==> config.mk <==
export PLATFORM = sky130hd
export DESIGN_NAME = spi_master_tx
export DESIGN_NICKNAME = d
export VERILOG_FILES = /design/src/rtl/spi_master_tx.sv
export SDC_FILE = /design/constraint.sdc
export NUM_CORES = 1
export LEC_CHECK = 0
export BUFFER_PORTS_ARGS = -buffer_cell sky130_fd_sc_hd__buf_2
export CAP_MARGIN = 20
export CORE_ASPECT_RATIO = 0.5
export CORE_MARGIN = 2
export CORE_UTILIZATION = 46
export CTS_CLUSTER_DIAMETER = 50
export DETAILED_ROUTE_END_ITERATION = 10
export GPL_ROUTABILITY_DRIVEN = 0
export PLACE_DENSITY = 0.66
export SETUP_SLACK_MARGIN = 0.4
export SLEW_MARGIN = 20
export SYNTH_ARGS = -nofsm -noshare
export SYNTH_HDL_FRONTEND = slang
export SYNTH_SLANG_ARGS = --single-unit
export TNS_END_PERCENT = 10
==> constraint.sdc <==
create_clock -name clk -period 2.48 [get_ports clk]
set_input_delay 0.496 -clock clk [delete_from_list [all_inputs] [get_ports clk]]
set_output_delay 0.496 -clock clk [all_outputs]
set_load 0.02 [all_outputs]
==> src/rtl/spi_master_tx.sv <==
// spi_master_tx: Mode-0 SPI master transmitter. It sends one DATA_WIDTH-bit word
// per SS-low frame, MSB first, with MOSI changing on SCLK falling edges.
// Optional feature macro: SPI_TX_FLUSH_CLK_EN. When defined, GAP starts with two
// SCLK pulses while SS is high, so the receiver can resynchronise its bit counter.
module spi_master_tx #(
  parameter int DATA_WIDTH = 32,
  parameter int CLK_DIV    = 4,
  parameter int SS_SETUP   = 2,
  parameter int SS_HOLD    = 2,
  parameter int GAP_CYCLES = 4
) (
  input  logic                  clk,
  input  logic                  reset,
  input  logic [DATA_WIDTH-1:0] tx_data,
  input  logic                  tx_valid,
  output logic                  tx_ready,
  output logic                  busy,
  output logic                  done,
  output logic                  SS,
  output logic                  SCLK,
  output logic                  MOSI
);

`ifdef SPI_TX_FLUSH_CLK_EN
  localparam int FLUSH_LEN = 4 * CLK_DIV;
`else
  localparam int FLUSH_LEN = 0;
`endif
  localparam int GAP_LEN = FLUSH_LEN + GAP_CYCLES;

  // One counter times every state, so it is sized for the longest state.
  localparam int MAX_A   = (2 * CLK_DIV > SS_SETUP) ? 2 * CLK_DIV : SS_SETUP;
  localparam int MAX_B   = (SS_HOLD > GAP_LEN) ? SS_HOLD : GAP_LEN;
  localparam int MAX_CNT = (MAX_A > MAX_B) ? MAX_A : MAX_B;
  localparam int CW      = $clog2(MAX_CNT + 1);
  localparam int BW      = (DATA_WIDTH > 1) ? $clog2(DATA_WIDTH) : 1;

  localparam logic [CW-1:0] C_SETUP_LAST = CW'(SS_SETUP - 1);
  localparam logic [CW-1:0] C_HI_LAST    = CW'(CLK_DIV - 1);
  localparam logic [CW-1:0] C_LO_LAST    = CW'(2 * CLK_DIV - 1);
  localparam logic [CW-1:0] C_HOLD_LAST  = CW'(SS_HOLD - 1);
  localparam logic [CW-1:0] C_GAP_LAST   = CW'(GAP_LEN - 1);
  localparam logic [BW-1:0] C_BIT_LAST   = BW'(DATA_WIDTH - 1);
`ifdef SPI_TX_FLUSH_CLK_EN
  localparam logic [CW-1:0] C_FL_P1_END  = CW'(CLK_DIV);
  localparam logic [CW-1:0] C_FL_P2_BEG  = CW'(2 * CLK_DIV);
  localparam logic [CW-1:0] C_FL_P2_END  = CW'(3 * CLK_DIV);
`endif

  typedef enum logic [2:0] {
    S_IDLE  = 3'd0,
    S_SETUP = 3'd1,
    S_SHIFT = 3'd2,
    S_HOLD  = 3'd3,
    S_GAP   = 3'd4
  } state_t;

  state_t                r_state;
  logic [CW-1:0]         r_cnt;
  logic [BW-1:0]         r_bit;
  logic [DATA_WIDTH-1:0] r_sh;
  logic                  r_ss;
  logic                  r_sclk;
  logic                  r_ready;
  logic                  r_busy;
  logic                  r_done;
  logic [CW-1:0]         w_cnt_inc;

  assign w_cnt_inc = r_cnt + CW'(1);

  // MOSI is the shift-register MSB: loaded with the word, shifted on SCLK falls,
  // and cleared on entry to GAP so the pad idles low.
  assign MOSI     = r_sh[DATA_WIDTH-1];
  assign SS       = r_ss;
  assign SCLK     = r_sclk;
  assign tx_ready = r_ready;
  assign busy     = r_busy;
  assign done     = r_done;

  // Frame sequencer: state, counters, shift register and all pad/handshake outputs.
  always_ff @(posedge clk or posedge reset) begin
    if (reset) begin
      r_state <= S_IDLE;
      r_cnt   <= '0;
      r_bit   <= '0;
      r_sh    <= '0;
      r_ss    <= 1'b1;
      r_sclk  <= 1'b0;
      r_ready <= 1'b1;
      r_busy  <= 1'b0;
      r_done  <= 1'b0;
    end else begin
      r_done <= 1'b0;
      case (r_state)
        S_IDLE: begin
          if (tx_valid && r_ready) begin
            r_sh    <= tx_data;
            r_ss    <= 1'b0;
            r_ready <= 1'b0;
            r_busy  <= 1'b1;
            r_cnt   <= '0;
            r_state <= S_SETUP;
          end
        end
        S_SETUP: begin
          if (r_cnt == C_SETUP_LAST) begin
            r_cnt   <= '0;
            r_bit   <= '0;
            r_sclk  <= 1'b1;
            r_state <= S_SHIFT;
          end else begin
            r_cnt <= w_cnt_inc;
          end
        end
        S_SHIFT: begin
          if (r_cnt == C_HI_LAST) begin
            // Falling edge: present the next bit unless this was the last one.
            r_sclk <= 1'b0;
            r_cnt  <= w_cnt_inc;
            if (r_bit != C_BIT_LAST) begin
              r_sh <= {r_sh[DATA_WIDTH-2:0], 1'b0};
            end
          end else if (r_cnt == C_LO_LAST) begin
            r_cnt <= '0;
            if (r_bit == C_BIT_LAST) begin
              r_state <= S_HOLD;
            end else begin
              r_bit  <= r_bit + BW'(1);
              r_sclk <= 1'b1;
            end
          end else begin
            r_cnt <= w_cnt_inc;
          end
        end
        S_HOLD: begin
          if (r_cnt == C_HOLD_LAST) begin
            r_cnt   <= '0;
            r_ss    <= 1'b1;
            r_sh    <= '0;
            r_done  <= 1'b1;
            r_state <= S_GAP;
`ifdef SPI_TX_FLUSH_CLK_EN
            r_sclk  <= 1'b1;
`endif
          end else begin
            r_cnt <= w_cnt_inc;
          end
        end
        S_GAP: begin
          if (r_cnt == C_GAP_LAST) begin
            r_cnt   <= '0;
            r_bit   <= '0;
            r_sclk  <= 1'b0;
            r_ready <= 1'b1;
            r_busy  <= 1'b0;
            r_state <= S_IDLE;
          end else begin
            r_cnt <= w_cnt_inc;
`ifdef SPI_TX_FLUSH_CLK_EN
            // Two flush pulses: high over counts [0,CLK_DIV) and [2*CLK_DIV,3*CLK_DIV).
            r_sclk <= (w_cnt_inc < C_FL_P1_END) ||
                      ((w_cnt_inc >= C_FL_P2_BEG) && (w_cnt_inc < C_FL_P2_END));
`endif
          end
        end
        default: begin
          r_state <= S_IDLE;
          r_cnt   <= '0;
          r_bit   <= '0;
          r_sh    <= '0;
          r_ss    <= 1'b1;
          r_sclk  <= 1'b0;
          r_ready <= 1'b1;
          r_busy  <= 1'b0;
        end
      endcase
    end
  end

endmodule

---- After elaboration in Yosys (flattened, before gate mapping) ----
Index checks and enable logic that the tools add are counted.
W data, S select, Z words.
operators by class
  $add $sub $neg .......................... 2
  eq/ne operators ......................... 21
  muxes and demuxes ....................... 39
  bitwise gates (word level) .............. 4
  reduce and logical (&&, ||, !) cells .... 13
operator list
  operator               count
  $mux W32               4
  $pmux W32 S4           1
  $mux W5                5
  $mux W3                7
  $mux W4                5
  $ne A2 B2 Y1 const B   10
  $pmux W5 S4            1
  $pmux W4 S4            1
  $pmux W3 S5            1
  $mux W1                10
  $reduce_and A5 Y1      2
  $pmux W1 S3            3
  $reduce_and A7 Y1      1
  $eq A3 B2 Y1 const B   2
  $ne A3 B3 Y1 const B   2
  $reduce_and A3 Y1      2
  $reduce_and A6 Y1      1
  $reduce_or A2 Y1       3
  $reduce_or A3 Y1       2
  $add A5 B1 Y5 const B  1
  $eq A5 B5 Y1 const B   1
  $ne A5 B5 Y1 const B   1
  $add A4 B1 Y4 const B  1
  $eq A4 B1 Y1 const B   1
  8 further kinds        11
storage, ports and cells
  register bits after elaboration ......... 49
  output and inout bits ................... 6
  logic and storage cells ................. 88

---- Longest topological paths before layout ----
Gate-level depths: netlist of the first run.
  depth in word-level cells ............... 5
  gate-level depth with buffers ........... 7
  mapped depth without buffers ............ 7

---- Worst setup path before layout of the first run ----
No wires, ideal clock.
  path type ............................... register to register
  start ................................... register r_bit[0]
  end ..................................... register r_bit[0]
  arrival time ............................ 1889 ps
  data required time ...................... 2355 ps
  path slack .............................. 466 ps
  stages on the path, launching flop included .. 7
  buffers on the path ..................... 0
  period minus slack after synthesis ...... 2014 ps
  path through ............................ dfrtp_1 -> ha_1 -> and3_1 -> ha_1 -> nand4bb_1 -> o211ai_1 -> mux2_2
on the way
  longest elaborated chain between the ends .. 5
  elaborated cells on any way between the ends .. 8
  classes of those cells .................. add/sub (1); eq/ne (2); mux (4); reduce/logical (1)
ends and longest elaborated chain
  item                    line  source
  start, declared         60    logic [BW-1:0] r_bit;
  start signal, assigned  128   r_bit <= r_bit + BW'(1);
  $add A5 B1 Y5           128
  $mux W5                 125   if (r_bit == C_BIT_LAST) begin
  $mux W5                 123   end else if (r_cnt == C_LO_LAST) begin
  $mux W5                 116   if (r_cnt == C_HI_LAST) begin
  $pmux W5 S4             94    case (r_state)
Several ways; a longest one is shown, not always the timed one. The select of a mux whose other input is x is not followed.
A chain may end at the register's enable or synchronous reset.

---- Worst setup path in the final report of the first run ----
  start ................................... register r_cnt[1]
  end ..................................... register r_sh[1]
on the way
  longest elaborated chain between the ends .. 3
  elaborated cells on any way between the ends .. 5
  classes of those cells .................. eq/ne (4); reduce/logical (1)
ends and longest elaborated chain
  item                                                 line      source
  start, declared                                      59        logic [CW-1:0] r_cnt;
  start signal, assigned                               112       r_cnt <= w_cnt_inc;
  start signal, assigned                               119       r_cnt <= w_cnt_inc;
  start signal, assigned                               132       r_cnt <= w_cnt_inc;
  $eq A4 B2 Y1 / $eq A4 B1 Y1 (equally long branches)  116, 136
  $ne A2 B2 Y1 (no source line)                        --
  $reduce_and A5 Y1 (no source line) (*)               --
  end signal, assigned                                 97        r_sh <= tx_data;
  end signal, assigned                                 121       r_sh <= {r_sh[DATA_WIDTH-2:0], 1'b0};
  end, declared                                        61        logic [DATA_WIDTH-1:0] r_sh;
Mark *: on every way between the ends. The rest lies on a longest branch, timed or not.

==> results of run 1 <==
==> worst paths after layout <==
kind | from | cells past startpoint | endpoint
worst max register to register | r_cnt[1]$_DFFE_PP0P_ | 6 | r_sh[1]$_DFFE_PP0P_
worst max-delay path | r_cnt[1]$_DFFE_PP0P_ | 6 | r_sh[1]$_DFFE_PP0P_
worst min-delay path | reset | 2 | done$_DFF_PP0_
min in group clk | tx_valid | 2 | tx_ready$_DFFE_PP1P_
worst min register to register | tx_ready$_DFFE_PP1P_ | 2 | tx_ready$_DFFE_PP1P_
max in group asynchronous | reset | 3 | r_sh[13]$_DFFE_PP0P_
==> per-stage QoR <==
| stage | util [%] | instances | setup slack, ps | instance area, µm² |
|---|---|---|---|---|
| after CTS | 54.5 | 374 | 411 | 3300 |
| final | 56.6 | 381 | 403 | 3430 |
| after detailed placement | 51.3 | 365 | 233 | 3110 |
| after global placement | 51.3 | 365 | 312 | 3110 |
| after floorplan | - | 247 | 466 | 2870 |
| after global routing | 56.6 | 381 | 357 | 3430 |
==> repair_timing <==
action                                  4_1_cts  5_1_grt
endpoints found under the setup margin       34       34
setup buffers                                 1        4
resized for setup                             6        8
hold buffers                                  0        0
gates cloned                                  0        3
hold endpoints to repair                      0        0
pin swaps                                     1        5
==> registers in the layout (all words and copies together), names as in the netlist <==
signal    flops
r_sh         32
r_bit         5
r_cnt         4
r_state       3
SCLK          1
SS            1
busy          1
done          1
tx_ready      1
==> layout by cell type (no fill, tap or decap), types with 2 or more instances in the layout <==
master and instances:
dfrtp_1 43, buf_2 40, nor2_1 39, mux2i_1 33, mux2_4 29, nand2_1 12
buf_4 9, inv_1 8, clkbuf_16 7, mux2_2 5, a21oi_1 4, and3_1 4
dfrtp_2 4, a21o_2 3, o21ai_0 3, xor2_1 3, dfstp_2 2, nor3_1 2
nand2b_1 2, a31oi_1 2, nand3_1 2, o22ai_1 2, ha_2 2, ha_4 2
clkinv_4 2
==> power groups by stage <==
stage / logic, mW / clock network [mW] / registers [mW]
2_1_floorplan: 0.0148 / 0 / 0.814
3_3_place_gp: 0.0493 / 0 / 0.814
3_5_place_dp: 0.0500 / 0 / 0.814
4_1_cts: 0.0500 / 0.694 / 0.799
5_1_grt: 0.0551 / 0.721 / 0.798
6_report: 0.0482 / 0.683 / 0.799
==> routing by layer <==
metal / GRT usage (%) / part of all wire, % / vias up
met5: 0 / 0 / -
met2: 29.8 / 49 / 18
met3: 3.14 / 1.9 / 5
met1: 23.0 / 49 / 956
met4: 4.59 / 0.84 / 0
li1: - / - / 952
==> kinds of logic (layout without fill, tap and decap cells) <==
family	count (synthesis)	after routing	synth area share, %
and+or+nand+nor	74	74	12.7
muxes	67	67	28.7
DFF	49	49	42.8
AOI/OAI and AO/OA	25	25	7.33
buffers and inverters	24	70	5.50
adders and majority gates	4	4	1.75
xor gates and xnor gates	4	4	1.22
==> layout make-up <==
type                    instances  share of cell area, %
multi-input cells             174                   45.3
flip-flops and latches         49                   36.0
repair buffers                 53                   10.2
clock buffers                   5                   3.65
well taps                      88                   3.21
inverters                       9                  0.986
clock inverters                 3                  0.657
==> impl_results.md, run 1 <==
- Cell count after synthesis: 247
- Number of fill cells: 525
- Logic gate share of total power: 3.2%
- Largest cells by area after synthesis: dfrtp_1, mux2_4, mux2i_1
- Register area: 1230 µm²
- Hold Worst Slack: 202 ps
- Area leader, netlist: dfrtp_1
- Fin. Hold Viols: 0
- Flop and latch count out of synthesis: 49
- Core Area: 6060 µm²
- Post-detailed-route count of antenna-violating nets: 0
- Worst Hold Class: in -> async
- CTS root buf: clkbuf_16
- Seq/Total Area, Yosys: 42.8%
- Unique masters post-synth: 46
- PD cells: 446 nW/µm²
- Setup TNS Final: 0 ps
- Max-Cap Viols: 0
- Setup CP Type: reg -> reg
- # IOs: 41
- Antenna violations before repair: 0
- Die height: 59.8 µm
- Most common cell in the netlist: dfrtp_1
- Syn. warnings: 0
- Crit-path max cell delay: 420 ps
- Yosys top cell area share: 41.0%
- Outcome: finished clean
- Int Power: 1.20 mW
- Mean post-synth cell area: 11.6 µm²
- Rel. slew slack: 58.5%
- DRT Pass-1 Iters: 4
- Synthesized area: 2870 µm²
- Initial Util: 47.4%
- DP HPWL: 3.71 mm
- Syn nets: 286
- Crit path launch type: flop
- Measured slew at the worst slew-check pin: 622 ps
- Max H-tree Level: 2
- Area occupied by multi-input gates: 1550 µm²
- Setup Viol. Count Final: 0
- Via/cell ratio: 5.07
- Max IR drop VDD: 246 µV
- Clock power frac: 44.6%
- Clk_lat worst skew: 290 ps
- EDFF count, synth: 0
- Vias in the first global route: 1948
- Maximum clock frequency: 482 MHz
- Largest net degree at the start of global routing: 35
- Main flop type after synthesis: dfrtp_1
- DR iter-0 viols: 34
- Die Area: 6920 µm²
- Critical Path RT: 2650 ps
- Diodes inserted: 0
- Crit. End Element: flop
- Nets: 331
- Reg power frac: 52.2%
- WL/cell: 15.4 µm
- DRC viols: 0
- P_sw: 0.333 mW
- Setup Skew: 7.43 ps
- Ys async rst share: 100%
- CTS Buf Count: 5
- Share of layout cells above drive strength 1: 41.3%
- Final total power: 1.53 mW
- Num rows: 20
- Clk slew on worst S/H paths: 70 ps
- Final worst-path cycle share: 83.7%
- CP Max Fanout: 8
- Number of port buffers: 40
- Sw frac: 21.8%
- Crit-path slowest cell: or3b_4
- Overflow after GRT: 0
- Clock sink total: 49
- CP Cell Sequence: ha_4 > or3b_4 > o2111ai_4 > o311ai_4 > clkbuf_16 > mux2_4
- Global-route wire length before repair: 9.29 mm
- Worst R2R Setup Slack: 400 ps
- Worst EP arrival: 2250 ps
- Die width: 116 µm
- Area Growth Syn to Fin: 19.5%
- WP buf/inv: 1
- CP delay by family, top: compound AO/OA/AOI/OAI gates
- Setup repair after global routing missed its margin: true
- GRT Total Usage: 17.3%
- CTS tree: yes
- Clock Tree Buf Depth: 2
- Vias: 1931
- Post-synth top cells: dfrtp_1, nor2_1, mux2i_1, mux2_4, nand2_1
- Leak pwr: 1.98 nW
- Min Tclk post-route: 2080 ps
- Final Max Slew Viols: 0
- Final WL: 5.85 mm
Note: power is estimated with default switching activity, not from simulation.
==> run 2, diff against run 1 <==
- PLACE_DENSITY: 0.66 -> 0.69
- clock period: 2.48 -> 1.9 ns (I/O delays scaled with it)
==> run 2 against run 1 <==
Net effect:
- the flow now finishes with violations (setup timing)
- wire length increased by 5.1%
- power increased by 29%
- core utilization increased by 3.9 points
- largest cell class unchanged
- highest routed layer unchanged
==> impl_results.md, run 2 (synthesized netlist as in run 1, its figures left out) <==
- Outcome: complete, but fails checks
- Failing checks: setup timing
- DR iter-0 viols: 77 (+130%)
- Critical R2R Capture: r_sh[27]$_DFFE_PP0P_
- Maximum clock frequency: 504 MHz (+4.7%)
- Setup TNS Final: -2080 ps (-2080 ps)
- Largest regs: r_sh (32), r_bit (5), r_cnt (4)
- Final total power: 1.98 mW (+29%)
- Area Growth Syn to Fin: 27.7%
- Placed Cells: 387 (+6.0%)
- CTS root buf: clkbuf_16
- Clk slew on worst S/H paths: 60 ps (about the same)
- Worst setup endpoint: r_sh[27]$_DFFE_PP0P_
- Setup repair after global routing missed its margin: true
- Number of port buffers: 40 (unchanged)
- Hold Worst Slack: 112 ps (-89.6 ps)
- Clk_lat worst skew: 290 ps (about the same)
- Post-detailed-route count of antenna-violating nets: 0 (unchanged)
- Int Power: 1.56 mW (+31%)
- PD cells: 540 nW/µm² (+21%)
- Die Area: 6920 µm² (unchanged)
- Fin. Hold Viols: 0 (unchanged)
- CP Max Fanout: 16 (+8)
- DP HPWL: 4.02 mm (+8.3%)
- Clock sink total: 49 (unchanged)
- Worst EP arrival: 2160 ps (-90 ps)
- Logic gate share of total power: 3.4% (+0.2 points)
- # IOs: 41 (unchanged)
- Final Max Slew Viols: 0 (unchanged)
- WL/cell: 15.3 µm (-0.17%)
- Critical Path RT: 2070 ps (-580 ps)
- Worst R2R Setup Slack: -80 ps (-490 ps)
- Max IR drop VDD: 343 µV (+40%)
- Clock Tree Buf Depth: 2 (unchanged)
- Sw frac: 20.9% (-0.83 points)
- DRC viols: 0 (unchanged)
- Max-Cap Viols: 0 (unchanged)
- Via/cell ratio: 5.13 (+1.2%)
- Measured slew at the worst slew-check pin: 485 ps (-138 ps)
- Diodes inserted: 0 (unchanged)
- Num rows: 20 (unchanged)
- GRT Total Usage: 19.4% (+2.0 points)
- CTS tree: yes
- Min Tclk post-route: 1980 ps (-93.8 ps)
- Setup Viol. Count Final: 34 (+34)
- DRT Pass-1 Iters: 4 (unchanged)
- Most common cell after layout, fill and taps aside: dfrtp_1
- Worst Hold Class: in -> async
- Number of fill cells: 508 (-3.2%)
- Worst setup startpoint: r_cnt[1]$_DFFE_PP0P_
- Most frequent cells in the layout: dfrtp_1, buf_2, nor2_1
- Clock power frac: 43.9% (-0.7 points)
- Die height: 59.8 µm (unchanged)
- Antenna violations before repair: 0 (unchanged)
- Global-route wire length before repair: 10.3 mm (+11%)
- Initial Util: 47.4% (unchanged)
- Overflow after GRT: 0 (unchanged)
- Worst Reg-to-Reg Cells: 6 (unchanged)
- Die width: 116 µm (unchanged)
- Max reg flops: 32 (unchanged)
- Max H-tree Level: 2 (unchanged)
- Crit path launch type: flop
- Reg-to-Reg Start: r_cnt[1]$_DFFE_PP0P_
- Final WS setup: -82.9 ps (-486 ps)
- Final WL: 6.15 mm (+5.1%)
- Reg power frac: 52.7% (+0.5 points)
- Vias in the first global route: 2164 (+11%)
- Register name with the most flops: r_sh
- Nets: 351 (+6.0%)
- Share of layout cells above drive strength 1: 47.0% (+5.7 points)
- Final worst-path cycle share: 104% (+21 points)
- Leak pwr: 2.08 nW (+4.9%)
- Rel. slew slack: 67.6% (+9.1 points)
- Vias: 2056 (+6.5%)
- Final non-filler cell total: 401 (+5.2%)
- Setup CP Type: reg -> reg
- P_sw: 0.414 mW (+24%)
- Hold_buf cts: 0 (unchanged)
- Setup Skew: 4.30 ps (-3.13 ps)
- Crit. End Element: flop
- Core Area: 6060 µm² (unchanged)
- CTS Buf Count: 5 (unchanged)
- Largest net degree at the start of global routing: 50 (+43%)
## run 2: cell types whose count changed in the layout (fill, tap and decap cells not counted), sizes merged
cell	delta
buf	+21
clkinv	-3
clkinvlp	+2
## run 2: layer usage
metal	GRT usage [%]	share of wire, %	vias up
li1	-	-	992
met5	0	0	-
met4	4.59	0.70	0
met3	4.06	3.3	4
met1	25.7	47	1023
met2	33.2	49	37
## run 2: repair_timing
action	4_1_cts	5_1_grt
setup buffers	3	1
resized for setup	16	10
pin swaps	7	6
setup endpoints to repair	45	47
hold endpoints to repair	0	0
cloned	1	1
## run 2: worst max-delay path, cell delays in order (launching register included)
cell,delay (ps)
dfrtp_1,390
ha_4,150
or3b_4,400
o2111ai_4,220
o311ai_4,180
buf_12,210
mux2_4,310
## run 2: through the flow
stage / setup slack, ps / instance area, µm² / utilization, %
global route: -135 / 3660 / 60.5
CTS: -86.5 / 3610 / 59.6
global placement: -81.2 / 3340 / 55.2
floorplan: -70.2 / 2920 / -
finish: -82.9 / 3660 / 60.5
detailed placement: -155 / 3340 / 55.2
## run 2: worst min-delay path by stage
stage          startpoint                     end  slack (ps)
5_1_grt             reset    r_cnt[1]$_DFFE_PP0P_         140
3_3_place_gp        reset  r_state[0]$_DFFE_PP0P_         440
2_1_floorplan    tx_valid    tx_ready$_DFFE_PP1P_         450
3_5_place_dp        reset  r_state[0]$_DFFE_PP0P_         440
6_report            reset          done$_DFF_PP0_         110
4_1_cts             reset  r_state[0]$_DFFE_PP0P_         140
## run 2: cell type report
cell class,count,area [µm²],area share (%)
clock buffers,6,129,3.52
clock inverters,2,15.0,0.410
inverters,9,33.8,0.923
multi-input cells,174,1630,44.5
flip-flops and latches,49,1230,33.6
well taps,88,110,3.01
repair buffers,73,514,14.0
## run 2: power by group through the flow
stage                     clock network, mW  logic, mW  registers [mW]
after floorplan                           0     0.0193            1.06
after global placement                    0     0.0676            1.06
after detailed placement                  0     0.0689            1.06
after CTS                             0.888     0.0692            1.04
after global routing                  0.945     0.0750            1.04
final                                 0.868     0.0670            1.04
==> run 3, diff against run 2 <==
- PLACE_DENSITY: 0.69 -> not set
- PLACE_DENSITY_LB_ADDON: not set -> 0.2
- RECOVER_POWER: not set -> 100
==> run 3 against run 2 <==
Net effect:
- the flow still finishes with violations (setup timing)
- sequential power about the same
- wire length is 0.76% higher
- count of clock-buffer cells in the layout up 1
- via count increased by 0.29%
- worst setup slack got worse by 2.6 ps
- first-iteration DRC count is 30% lower
- register-to-register slack is essentially flat
- clock power is essentially flat
- design area down 0.48%
- fmax shrank 0.13%
- worst hold slack better by 59 ps
- combinational power decreased by 4.9%
- critical path type unchanged
- largest power group unchanged
- highest routed layer unchanged
==> impl_results.md, run 3 (synthesized netlist as in run 1, its figures left out) <==
- Outcome: complete, but fails checks
- Failing checks: setup timing
- Max IR drop VDD: 358 µV (+4.2%)
- Global-route wire length before repair: 10.3 mm (-0.33%)
- Crit path launch type: flop
- CTS root buf: clkbuf_16
- Max-Cap Viols: 0 (unchanged)
- Final total power: 1.98 mW (about the same)
- Area Growth Syn to Fin: 27.1%
- Crit. End Element: flop
- Final WS setup: -85.5 ps (-2.63 ps)
- Dpl ws: -128 ps (+27.1 ps)
- Post-detailed-route count of antenna-violating nets: 0 (unchanged)
- CTS tree: yes
- Via/cell ratio: 5.16 (+0.54%)
- Reg-to-Reg Start: r_cnt[1]$_DFFE_PP0P_
- Rel. slew slack: 44.2% (-23 points)
- Clk_lat worst skew: 290 ps (about the same)
- Met1 WL: 2.85 mm (-0.28%)
- Core Area: 6060 µm² (unchanged)
- Clock Tree Buf Depth: 2 (unchanged)
- Final worst-path cycle share: 104% (+0.14 points)
- Measured slew at the worst slew-check pin: 836 ps (+352 ps)
- Number of fill cells: 524 (+3.1%)
- Maximum clock frequency: 504 MHz (-0.13%)
- GRT Total Usage: 19.4% (+0.032 points)
- DR iter-0 viols: 54 (-30%)
- Die Area: 6920 µm² (unchanged)
- DRT Pass-1 Iters: 4 (unchanged)
- WL/cell: 15.5 µm (+1.0%)
- Clk slew on worst S/H paths: 70 ps (about the same)
- Num rows: 20 (unchanged)
- DR WL met2: 3.09 mm (+1.6%)
- Final Max Slew Viols: 0 (unchanged)
- Top layer in use: met4
- Initial Util: 47.4% (unchanged)
- Fin. Hold Viols: 0 (unchanged)
- Register name with the most flops: r_sh
- Critical Path RT: 2070 ps (about the same)
- Max reg flops: 32 (unchanged)
- Diodes inserted: 0 (unchanged)
- WL met3: 187 µm (-8.3%)
- Worst EP arrival: 2160 ps (about the same)
- Overflow after GRT: 0 (unchanged)
- Worst Hold Class: in -> async
- PD cells: 543 nW/µm² (+0.45%)
- Most frequent cells in the layout: dfrtp_1, nor2_1, buf_2
- # IOs: 41 (unchanged)
- DRC viols: 0 (unchanged)
- Max H-tree Level: 2 (unchanged)
- Vias: 2062 (+0.29%)
- Clock sink total: 49 (unchanged)
- Most common cell after layout, fill and taps aside: dfrtp_1
- Setup CP Type: reg -> reg
- Worst Reg-to-Reg Cells: 6 (unchanged)
- Number of port buffers: 40 (unchanged)
- Setup repair after global routing missed its margin: true
- Min Tclk post-route: 1990 ps (+2.63 ps)
- Nets: 350 (-0.28%)
- Die width: 116 µm (unchanged)
- Vias in the first global route: 2164 (unchanged)
- Final WL: 6.20 mm (+0.76%)
- Antenna violations before repair: 0 (unchanged)
- Setup Viol. Count Final: 32 (-5.9%)
- Die height: 59.8 µm (unchanged)
- Largest regs: r_sh (32), r_bit (5), r_cnt (4)
- Setup Skew: 7.74 ps (+3.44 ps)
- CTS Buf Count: 5 (unchanged)
- Share of layout cells above drive strength 1: 45.8% (-1.1 points)
- Worst R2R Setup Slack: -90 ps (about the same)
- Critical R2R Capture: r_sh[23]$_DFFE_PP0P_
- Leak pwr: 2.07 nW (-0.50%)
- Largest net degree at the start of global routing: 35 (-30%)
- DP HPWL: 4.10 mm (+1.9%)
- CP Max Fanout: 26 (+10)
==> run 3: cell count changes in the layout (fill, tap and decap cells not counted), moves of 2 or more <==
cell      before  now
clkbuf_1       1    8
buf_2         40   34
mux2_2         5    2
mux2_4        29   32
a31oi_2        0    2
inv_2          2    0
==> run 3: per-stage QoR <==
step	area, µm²	hold slack (ps)	cells	utilization (%)	TNS, ps
6_report	3640	171	400	60.2	-2180
5_1_grt	3640	220	400	60.2	-4380
4_1_cts	3620	78.1	400	59.9	-2270
3_5_place_dp	3360	390	389	55.5	-3630
3_3_place_gp	3360	384	389	55.5	-2590
2_1_floorplan	2920	451	247	-	-2030
==> run 3: final cells by class <==
cell class / count / area (µm²) / area share, %
inverter: 9 / 36.3 / 0.996
clock inverter: 1 / 7.51 / 0.206
sequential: 49 / 1230 / 33.8
timing repair buffer: 72 / 470 / 12.9
clock buffer: 7 / 133 / 3.64
multi-input combinational: 174 / 1660 / 45.4
tap: 88 / 110 / 3.02
==> run 3: timing repair <==
action / CTS / global route
hold buffers: 0 / 0
setup buffers: 3 / 0
pin swaps: 8 / 10
setup endpoints to repair: 47 / 49
resized for setup: 25 / 9
==> run 3: how the worst max path moves through the flow <==
stage	start	endpoint	slack, ps	cells past startpoint
detailed placement	r_bit[0]$_DFFE_PP0P_	r_bit[0]$_DFFE_PP0P_	-130	6
finish	r_cnt[1]$_DFFE_PP0P_	r_sh[23]$_DFFE_PP0P_	-90	6
global route	r_cnt[1]$_DFFE_PP0P_	r_sh[3]$_DFFE_PP0P_	-150	6
CTS	r_cnt[1]$_DFFE_PP0P_	r_sh[23]$_DFFE_PP0P_	-90	6
floorplan	r_cnt[0]$_DFFE_PP0P_	r_sh[1]$_DFFE_PP0P_	-70	6
global placement	r_bit[0]$_DFFE_PP0P_	r_bit[4]$_DFFE_PP0P_	-90	6
==> run 3: power by group <==
| group | internal (mW) | switching [mW] | total [mW] |
|---|---|---|---|
| clock network | 0.490 | 0.381 | 0.870 |
| registers | 1.04 | 0 | 1.04 |
| logic | 0.0285 | 0.0352 | 0.0637 |
==> run 3: critical path, stage by stage, from the launching register on <==
cell and delay [ps]:
dfrtp_1 390, ha_4 140, or3b_4 410, o2111ai_4 220
o311ai_4 170, buf_12 220, mux2_4 310
==> run 3: per-layer routing <==
metal | up-vias | global-route usage, %
met5 | - | 0
met4 | 0 | 6.63
met3 | 8 | 4.97
met2 | 27 | 34.1
met1 | 1035 | 23.7
li1 | 992 | -
